$ cat src/rtl/uart_pkg.sv
// Shared UART definitions: baud rate constants, frame FSM states and the divisor helper.
// Used by the TX arbiter, the baud generator and RX blocks.
package uart_pkg;

    localparam int unsigned BAUD_2400  = 2400;
    localparam int unsigned BAUD_4800  = 4800;
    localparam int unsigned BAUD_9600  = 9600;
    localparam int unsigned BAUD_19200 = 19200;

    typedef enum logic [1:0] {
        IDLE,
        START,
        DATA,
        STOP
    } uart_state_e;

    // One full bit period in clock cycles. The result is truncated to 16 bits.
    function automatic logic [15:0] baud_div(input int unsigned freq, input logic [1:0] sel);
        int unsigned baud;
        case (sel)
            2'b00:   baud = BAUD_2400;
            2'b01:   baud = BAUD_4800;
            2'b10:   baud = BAUD_9600;
            default: baud = BAUD_19200;
        endcase
        return 16'(freq / baud);
    endfunction

endpackage

$ cat src/rtl/baud_tick_gen.sv
// Bit-period counter. It counts 0..div-1 and pulses tick for one cycle at div-1.
// While clear is high the counter is held at 0.
module baud_tick_gen (
    input  logic        clk,
    input  logic        arst_n,
    input  logic        clear,
    input  logic [15:0] div,
    output logic        tick
);

    logic [15:0] cnt;
    logic        at_end;

    assign at_end = (cnt == div - 16'd1);
    assign tick   = !clear && at_end;

    always_ff @(posedge clk or negedge arst_n) begin
        if (!arst_n)
            cnt <= '0;
        else if (clear || at_end)
            cnt <= '0;
        else
            cnt <= cnt + 16'd1;
    end

endmodule

$ cat src/rtl/uart_tx_arbiter.sv
// Two-client round-robin UART transmitter. The winning byte is sent as an 8N1 frame on tx.
// Bit timing is latched per frame from baud_sel.
module uart_tx_arbiter
    import uart_pkg::*;
#(
    parameter int unsigned FREQ = 50_000_000
) (
    input  logic       clk,
    input  logic       arst_n,
    input  logic [1:0] baud_sel,
    input  logic       req0_valid,
    input  logic [7:0] req0_data,
    output logic       req0_ready,
    input  logic       req1_valid,
    input  logic [7:0] req1_data,
    output logic       req1_ready,
    output logic       tx,
    output logic       busy,
    output logic       grant_id
);

    uart_state_e state, state_n;
    logic [7:0]  shreg, shreg_n;
    logic [2:0]  idx, idx_n;
    logic [15:0] div_q, div_n;
    logic        tx_n, grant_n, last_grant, last_n;
    logic        any_valid, winner, hs, tick;

    baud_tick_gen u_tick (
        .clk    (clk),
        .arst_n (arst_n),
        .clear  (state == IDLE),
        .div    (div_q),
        .tick   (tick)
    );

    // On a tie the client that did not win last time gets the line.
    assign any_valid  = req0_valid || req1_valid;
    assign winner     = (req0_valid && req1_valid) ? !last_grant : req1_valid;
    assign req0_ready = arst_n && (state == IDLE) && any_valid && !winner;
    assign req1_ready = arst_n && (state == IDLE) && any_valid &&  winner;
    assign hs         = req0_ready || req1_ready;
    assign busy       = (state != IDLE);

    always_comb begin
        state_n = state;
        tx_n    = tx;
        shreg_n = shreg;
        idx_n   = idx;
        div_n   = div_q;
        grant_n = grant_id;
        last_n  = last_grant;
        case (state)
            IDLE: begin
                if (hs) begin
                    state_n = START;
                    tx_n    = 1'b0;
                    shreg_n = winner ? req1_data : req0_data;
                    div_n   = baud_div(FREQ, baud_sel);
                    grant_n = winner;
                    last_n  = winner;
                end
            end
            START: begin
                if (tick) begin
                    state_n = DATA;
                    tx_n    = shreg[0];
                    idx_n   = 3'd0;
                end
            end
            DATA: begin
                if (tick) begin
                    if (idx == 3'd7) begin
                        state_n = STOP;
                        tx_n    = 1'b1;
                    end else begin
                        idx_n   = idx + 3'd1;
                        shreg_n = shreg >> 1;
                        tx_n    = shreg[1];
                    end
                end
            end
            STOP: begin
                if (tick)
                    state_n = IDLE;
            end
            default: state_n = IDLE;
        endcase
    end

    always_ff @(posedge clk or negedge arst_n) begin
        if (!arst_n) begin
            state      <= IDLE;
            tx         <= 1'b1;
            shreg      <= '0;
            idx        <= '0;
            div_q      <= '0;
            grant_id   <= 1'b0;
            last_grant <= 1'b1;
        end else begin
            state      <= state_n;
            tx         <= tx_n;
            shreg      <= shreg_n;
            idx        <= idx_n;
            div_q      <= div_n;
            grant_id   <= grant_n;
            last_grant <= last_n;
        end
    end

endmodule

$ cat config.mk
export PLATFORM = sky130hd
export DESIGN_NAME = uart_tx_arbiter
export DESIGN_NICKNAME = d
export VERILOG_FILES = /design/src/rtl/uart_pkg.sv /design/src/rtl/baud_tick_gen.sv /design/src/rtl/uart_tx_arbiter.sv
export SDC_FILE = /design/constraint.sdc
export NUM_CORES = 1
export LEC_CHECK = 0
export CORE_AREA = 2 2 101 152
export DETAILED_ROUTE_END_ITERATION = 7
export DIE_AREA = 0 0 103 154
export PLACE_DENSITY = 0.67
export SETUP_SLACK_MARGIN = 0.02
export SYNTH_ARGS = -nofsm -noshare
export SYNTH_HDL_FRONTEND = slang
export SYNTH_SLANG_ARGS = --single-unit
$ cat constraint.sdc
create_clock -name clk -period 8.1 [get_ports clk]
set_input_delay 1.62 -clock clk [delete_from_list [all_inputs] [get_ports clk]]
set_output_delay 1.62 -clock clk [all_outputs]
set_load 0.05 [all_outputs]
After elaboration in Yosys (flattened, before gate mapping) --
Cells that the tools add are included.
Word-level totals: flip-flop bits (word level) 48, input bits 22, output and inout bits 5, word-level logic and storage cells 73
Cells by class: add/sub/neg operators 3, divide/modulo/power cells 1, eq/ne operators 13, muxes and demuxes 25, reductions and logical operators 23
Operators by type and width (count):
- $mux 32 | 2
- $pmux 15 s3 | 1
- $div 26x32->32 const A | 1
- $mux 8 | 4
- $add 16x1->16 const B | 1
- $eq 16x16->1 | 1
- $mux 16 | 1
- $pmux 8 s2 | 1
- $sub 16x1->16 const B | 1
- $ne 2x2->1 const B | 6
- $reduce_and 4->1 | 3
- $mux 2 | 5
- $mux 3 | 3
- $pmux 2 s4 | 1
- $eq 2x2->1 const B | 3
- $logic_and 1x1->1 | 6
- $pmux 3 s2 | 1
- $reduce_bool 2->1 | 3
- $mux 1 | 5
- $reduce_and 5->1 | 1
- $eq 2x1->1 const B | 2
- $logic_not 2->1 | 2
- $add 3x1->3 const B | 1
- $eq 3x3->1 const B | 1
- other kinds (5) | 9

Longest topological paths before layout --
depth after elaboration 8, gate-level depth with buffers 70, mapped depth without buffers 61

By module --
From an unflattened synthesis, not the netlist that was laid out.
Second synthesis, totals: cells, all modules 795, area, all modules 5969.5 sq um
By module, submodules not included:
- uart_tx_arbiter | times used 1, cells an instance 631, area an instance 4520.6 sq um, seq. area each 728.2 sq um
- baud_tick_gen | times used 1, cells an instance 164, area an instance 1448.9 sq um, seq. area each 400.4 sq um

Worst setup path before layout --
OpenSTA, ideal clock, no wires.
path type in2reg, start input port baud_sel[0], end register div_q[1], library setup time 0.136 ns, arrival 14.887 ns, data required time 7.964 ns, slack -6.923 ns, stages on the path 70, buffers on the path 10, cell sequence ha_1 > buf_2 > clkbuf_1 > inv_1 > clkbuf_1 > ha_1 > and3_1 > o21ai_0 > nor2_1 > ha_1 > buf_6 > a21o_1 > a22o_1 > buf_6 > mux2i_2 > ha_1 > o21ai_0 > a31oi_2 > (+34 left out) > mux2_2 > ha_1 > nand2_1 > nand2_1 > nand2_1 > o2111ai_1 > a22oi_2 > and4b_1 > buf_4 > a21o_1 > o21ai_1 > o31ai_2 > o211ai_2 > a221o_1 > nor4_4 > a221oi_2 > nor4_2 > a31oi_1
Between the ends: longest elaborated chain between the ends 5, elaborated cells on any way between the ends 7, classes of those cells 1 x div; 2 x eq/ne; 3 x mux; 1 x reduce/logical
RTL lines:
- start, declared | RTL line uart_tx_arbiter.sv:10 | input logic [1:0] baud_sel,
- $eq 2x2->1, or another cell as far along | RTL line uart_pkg.sv:20 | case (sel)
- $pmux 15 s3 (*) | RTL line uart_pkg.sv:20
- $mux 32 (*) | RTL line uart_tx_arbiter.sv:55 | if (hs) begin
- $mux 32 (*) | RTL line uart_tx_arbiter.sv:53 | case (state)
- $div 26x32->32 (*) | RTL line uart_pkg.sv:26 | return 16'(freq / baud);
- end signal, assigned | RTL line uart_tx_arbiter.sv:105 | div_q <= div_n;
- end, declared | RTL line uart_tx_arbiter.sv:25 | logic [15:0] div_q, div_n;
Every way passes the cells marked *; elsewhere a longest branch is shown, timed or not. The select of a mux whose other input is x is not followed. A chain may end at the register's enable or synchronous reset.

Worst setup path in the final report --
Ends and elaborated chain as after synthesis.

==> impl_results.md <==
* Outcome: finished with violations
* Failing checks: negative setup slack
* DRT iter0 DRCs at ~500
* Syn Area/Cell at between 7 and 8 um^2
* Ys async rst share at 100%
* Post-route ant nets at 0
* Vias at between 6000 and 7000
* Seq cells post-synth at 45
* Crit Path Max Fanout at 5
* Clock Power Share at about 14%
* Clk pin slew, worst setup/hold paths at around 0.060 ns
* Maximum vdd drop at around 0.15 mV
* Total grt overflow at 0
* Hold Slack at 0.466 ns
* Switching Share at a little over two fifths
* Die height at about 150 um
* Largest net degree at the start of global routing at 47
* Ant diodes at 0
* CP arrival at between 10 and 15 ns
* Final Hold Vio Count at 0
* Max Clock Freq at around 78 MHz
* Comb pwr share at between 50% and 60%
* TritonCTS clock tree: built
* Post-synth EDFFs at 0
* First-pass GRT wire length at 32000 um
* Synth cell types at 90
* Pwr dens at 171 nW/um^2
* M3 GR Usage at 2.36%
* Final Skew at between 0.004 and 0.005 ns
* Final WS setup at -4.75 ns
* Top cell type's share of synthesized area at between 10% and 20%
* CTS Buf Count at 5
* Critical Path Source Type: input pin
* WS Path Type: input pin to register
* GR Layer Usage met1 at about a quarter
* P_int at 798 uW
* Post-DP HPWL at approximately 15000 um
* DR pass1 iterations at 6
* Tmin final at around 13 ns
* Clk sinks at 45
* Synth top cells by count: 90 x nand2_1, 81 x nor2_1, 52 x a21oi_1
* Met2 Resource Use GR at between 40% and 50%
* CP max stage delay at 0.50 ns
* Buffers on Ports at 26
* Syn Inst Count at roughly 760
* Multi-input logic area at roughly 4800 um^2
* Die area at 15900 um^2
* Most frequent cell after synthesis: nand2_1
* Final Max Slew Viols at 0
* Pre-CTS WS at -5.64 ns
* Max_slew headroom at a little over a fifth
* H-tree depth at 2
* Post-Synthesis Cell Area at 5700 um^2
* Worst-Margin Slew at 1.17 ns
* Initial antenna violation count at 0
* Synth area leader: dfrtp_1
* Gr busiest metal: met2
* Lkg Pwr at 0.00363 uW
* Period utilisation layout at 159%
* Post-Route WL at between 20000 and 25000 um
* Crit-path slowest cell: or4b_4
* Via-per-instance ratio at roughly 5.8
* Area growth, synth to finish at 43.8%
* Switching power at roughly 600 uW
* Worst Path Required at around 8.3 ns
* Sequential Area at 1130 um^2
* Share of cells above drive strength 1 at between 30% and 40%
* Max Cap Viol at 0
* Core ar. at 14500 um^2
* Die Width at roughly 100 um
* Endpoint class of the critical path: register
* Initial core utilization at between 30% and 40%
* Reg power frac at a little over a quarter
* Worst Hold Class: register to register
* Seq/Total Area, Yosys at approximately 20%
* CTS Root Cell: clkbuf_16
* GRT Total Usage at roughly a quarter
* Filler cell count at approximately 1300
* Clock Latency Late Sink at between 0.2 and 0.3 ns
* Top Ports at 27
* Vias in the first global route at roughly 6600
* Top_reg_cell synth: dfrtp_1
* DR WL/cell at between 15 and 20 um
* RSZ-0062 raised after global routing: true
* GPL Wtd Cong at 0.973
* Yosys warnings at 0
* Largest buffer count on any clock path at 2
* Most used cell, CP: ha_4
* Largest cells by area after synthesis: dfrtp_1 19%, ha_1 7.2%, nand2_1 5.9%
* Std cell rows at 54
* Final nets at 1009
* Final Setup Violations at 4
* Hold Buf Count CTS at 0
* Syn Nets at 817
* Residual DRC at 0
## critical path, delay by kind of cell
family / cells / cell delay [ns]
fa+ha+maj: 9 / 1.87
simple gates: 18 / 3.21
buf+inv: 8 / 0.80
compound gates: 24 / 4.07
mux: 5 / 1.41
## timing repair
item,CTS,global route
buffers inserted,36,14
pin swaps,45,35
endpoints found under the setup margin,4,4
hold endpoints to repair,0,0
gates resized for setup,55,31
## through the flow
step / cell area [um^2] / TNS (ns) / util [%] / power (uW) / instances
6_report: 8200 / -16.78 / 56.7 / 1400 / 1151
5_1_grt: 8200 / -18.93 / 56.7 / 1500 / 1151
4_1_cts: 7940 / -15.53 / 54.9 / 1360 / 1137
3_5_place_dp: 7330 / -20.29 / 50.7 / 1110 / 1093
3_3_place_gp: 7330 / -18.83 / 50.7 / 1090 / 1093
2_1_floorplan: 5960 / -20.42 / - / 872 / 762
## final cells by class
class / instances / area share, %
clock buffer: 8 / 1.78
sequential: 45 / 13.8
tap: 196 / 2.99
timing repair buffer: 229 / 22.2
multi-input combinational: 647 / 58.0
inverter: 26 / 1.31
## final timing paths
kind                              from              to  depth (start not counted)  slack (ns)
hold / removal              last_grant      last_grant                          2        0.47
max in group asynchronous       arst_n      last_grant                          2        6.30
hold reg to reg             last_grant      last_grant                          2        0.47
setup / recovery           baud_sel[0]        div_q[1]                         64       -4.75
setup reg to reg              div_q[9]        shreg[7]                         13        4.31
min in group asynchronous       arst_n  u_tick.cnt[15]                          2        1.40
## per-layer routing
metal,vias to the layer above,wire [um]
met3,96,1020
met5,-,0
li1,3199,-
met4,0,1290
met2,262,10800
met1,3128,7430
## flip-flops by register name, summed over array words and instances (netlist names)
signal	count
u_tick.cnt	16
last_grant	1
div_q	13
shreg	8
tx	1
grant_id	1
state	2
idx	3
## power by group through the flow
stage	Sequential [uW]	Clock, uW	Combinational [uW]
after floorplan	360	0	512
after global placement	367	0	725
after detailed placement	371	0	734
after CTS	368	206	784
after global routing	380	216	907
final	367	203	831
## layout by cell type, fill, tap and decap left out, drive strengths merged, types with 23 or more instances in the layout
cell,synthesis,final
buf,13,206
nor3,26,26
a21oi,54,54
clkdlybuf4s50,0,23
nand3,27,27
nand2,90,90
xnor2,27,27
o21ai,58,58
mux2i,23,23
nor2,82,82
ha,33,33
inv,25,25
dfrtp,43,43
## logic make-up after synthesis
group | share of synthesized area, %
compound gates | 28.7
xor+xnor | 6.91
fa+ha+maj | 7.24
buf+inv | 5.22
flops | 19.8
mux | 5.31
simple gates | 26.8
(Power assumes the default switching activity.)
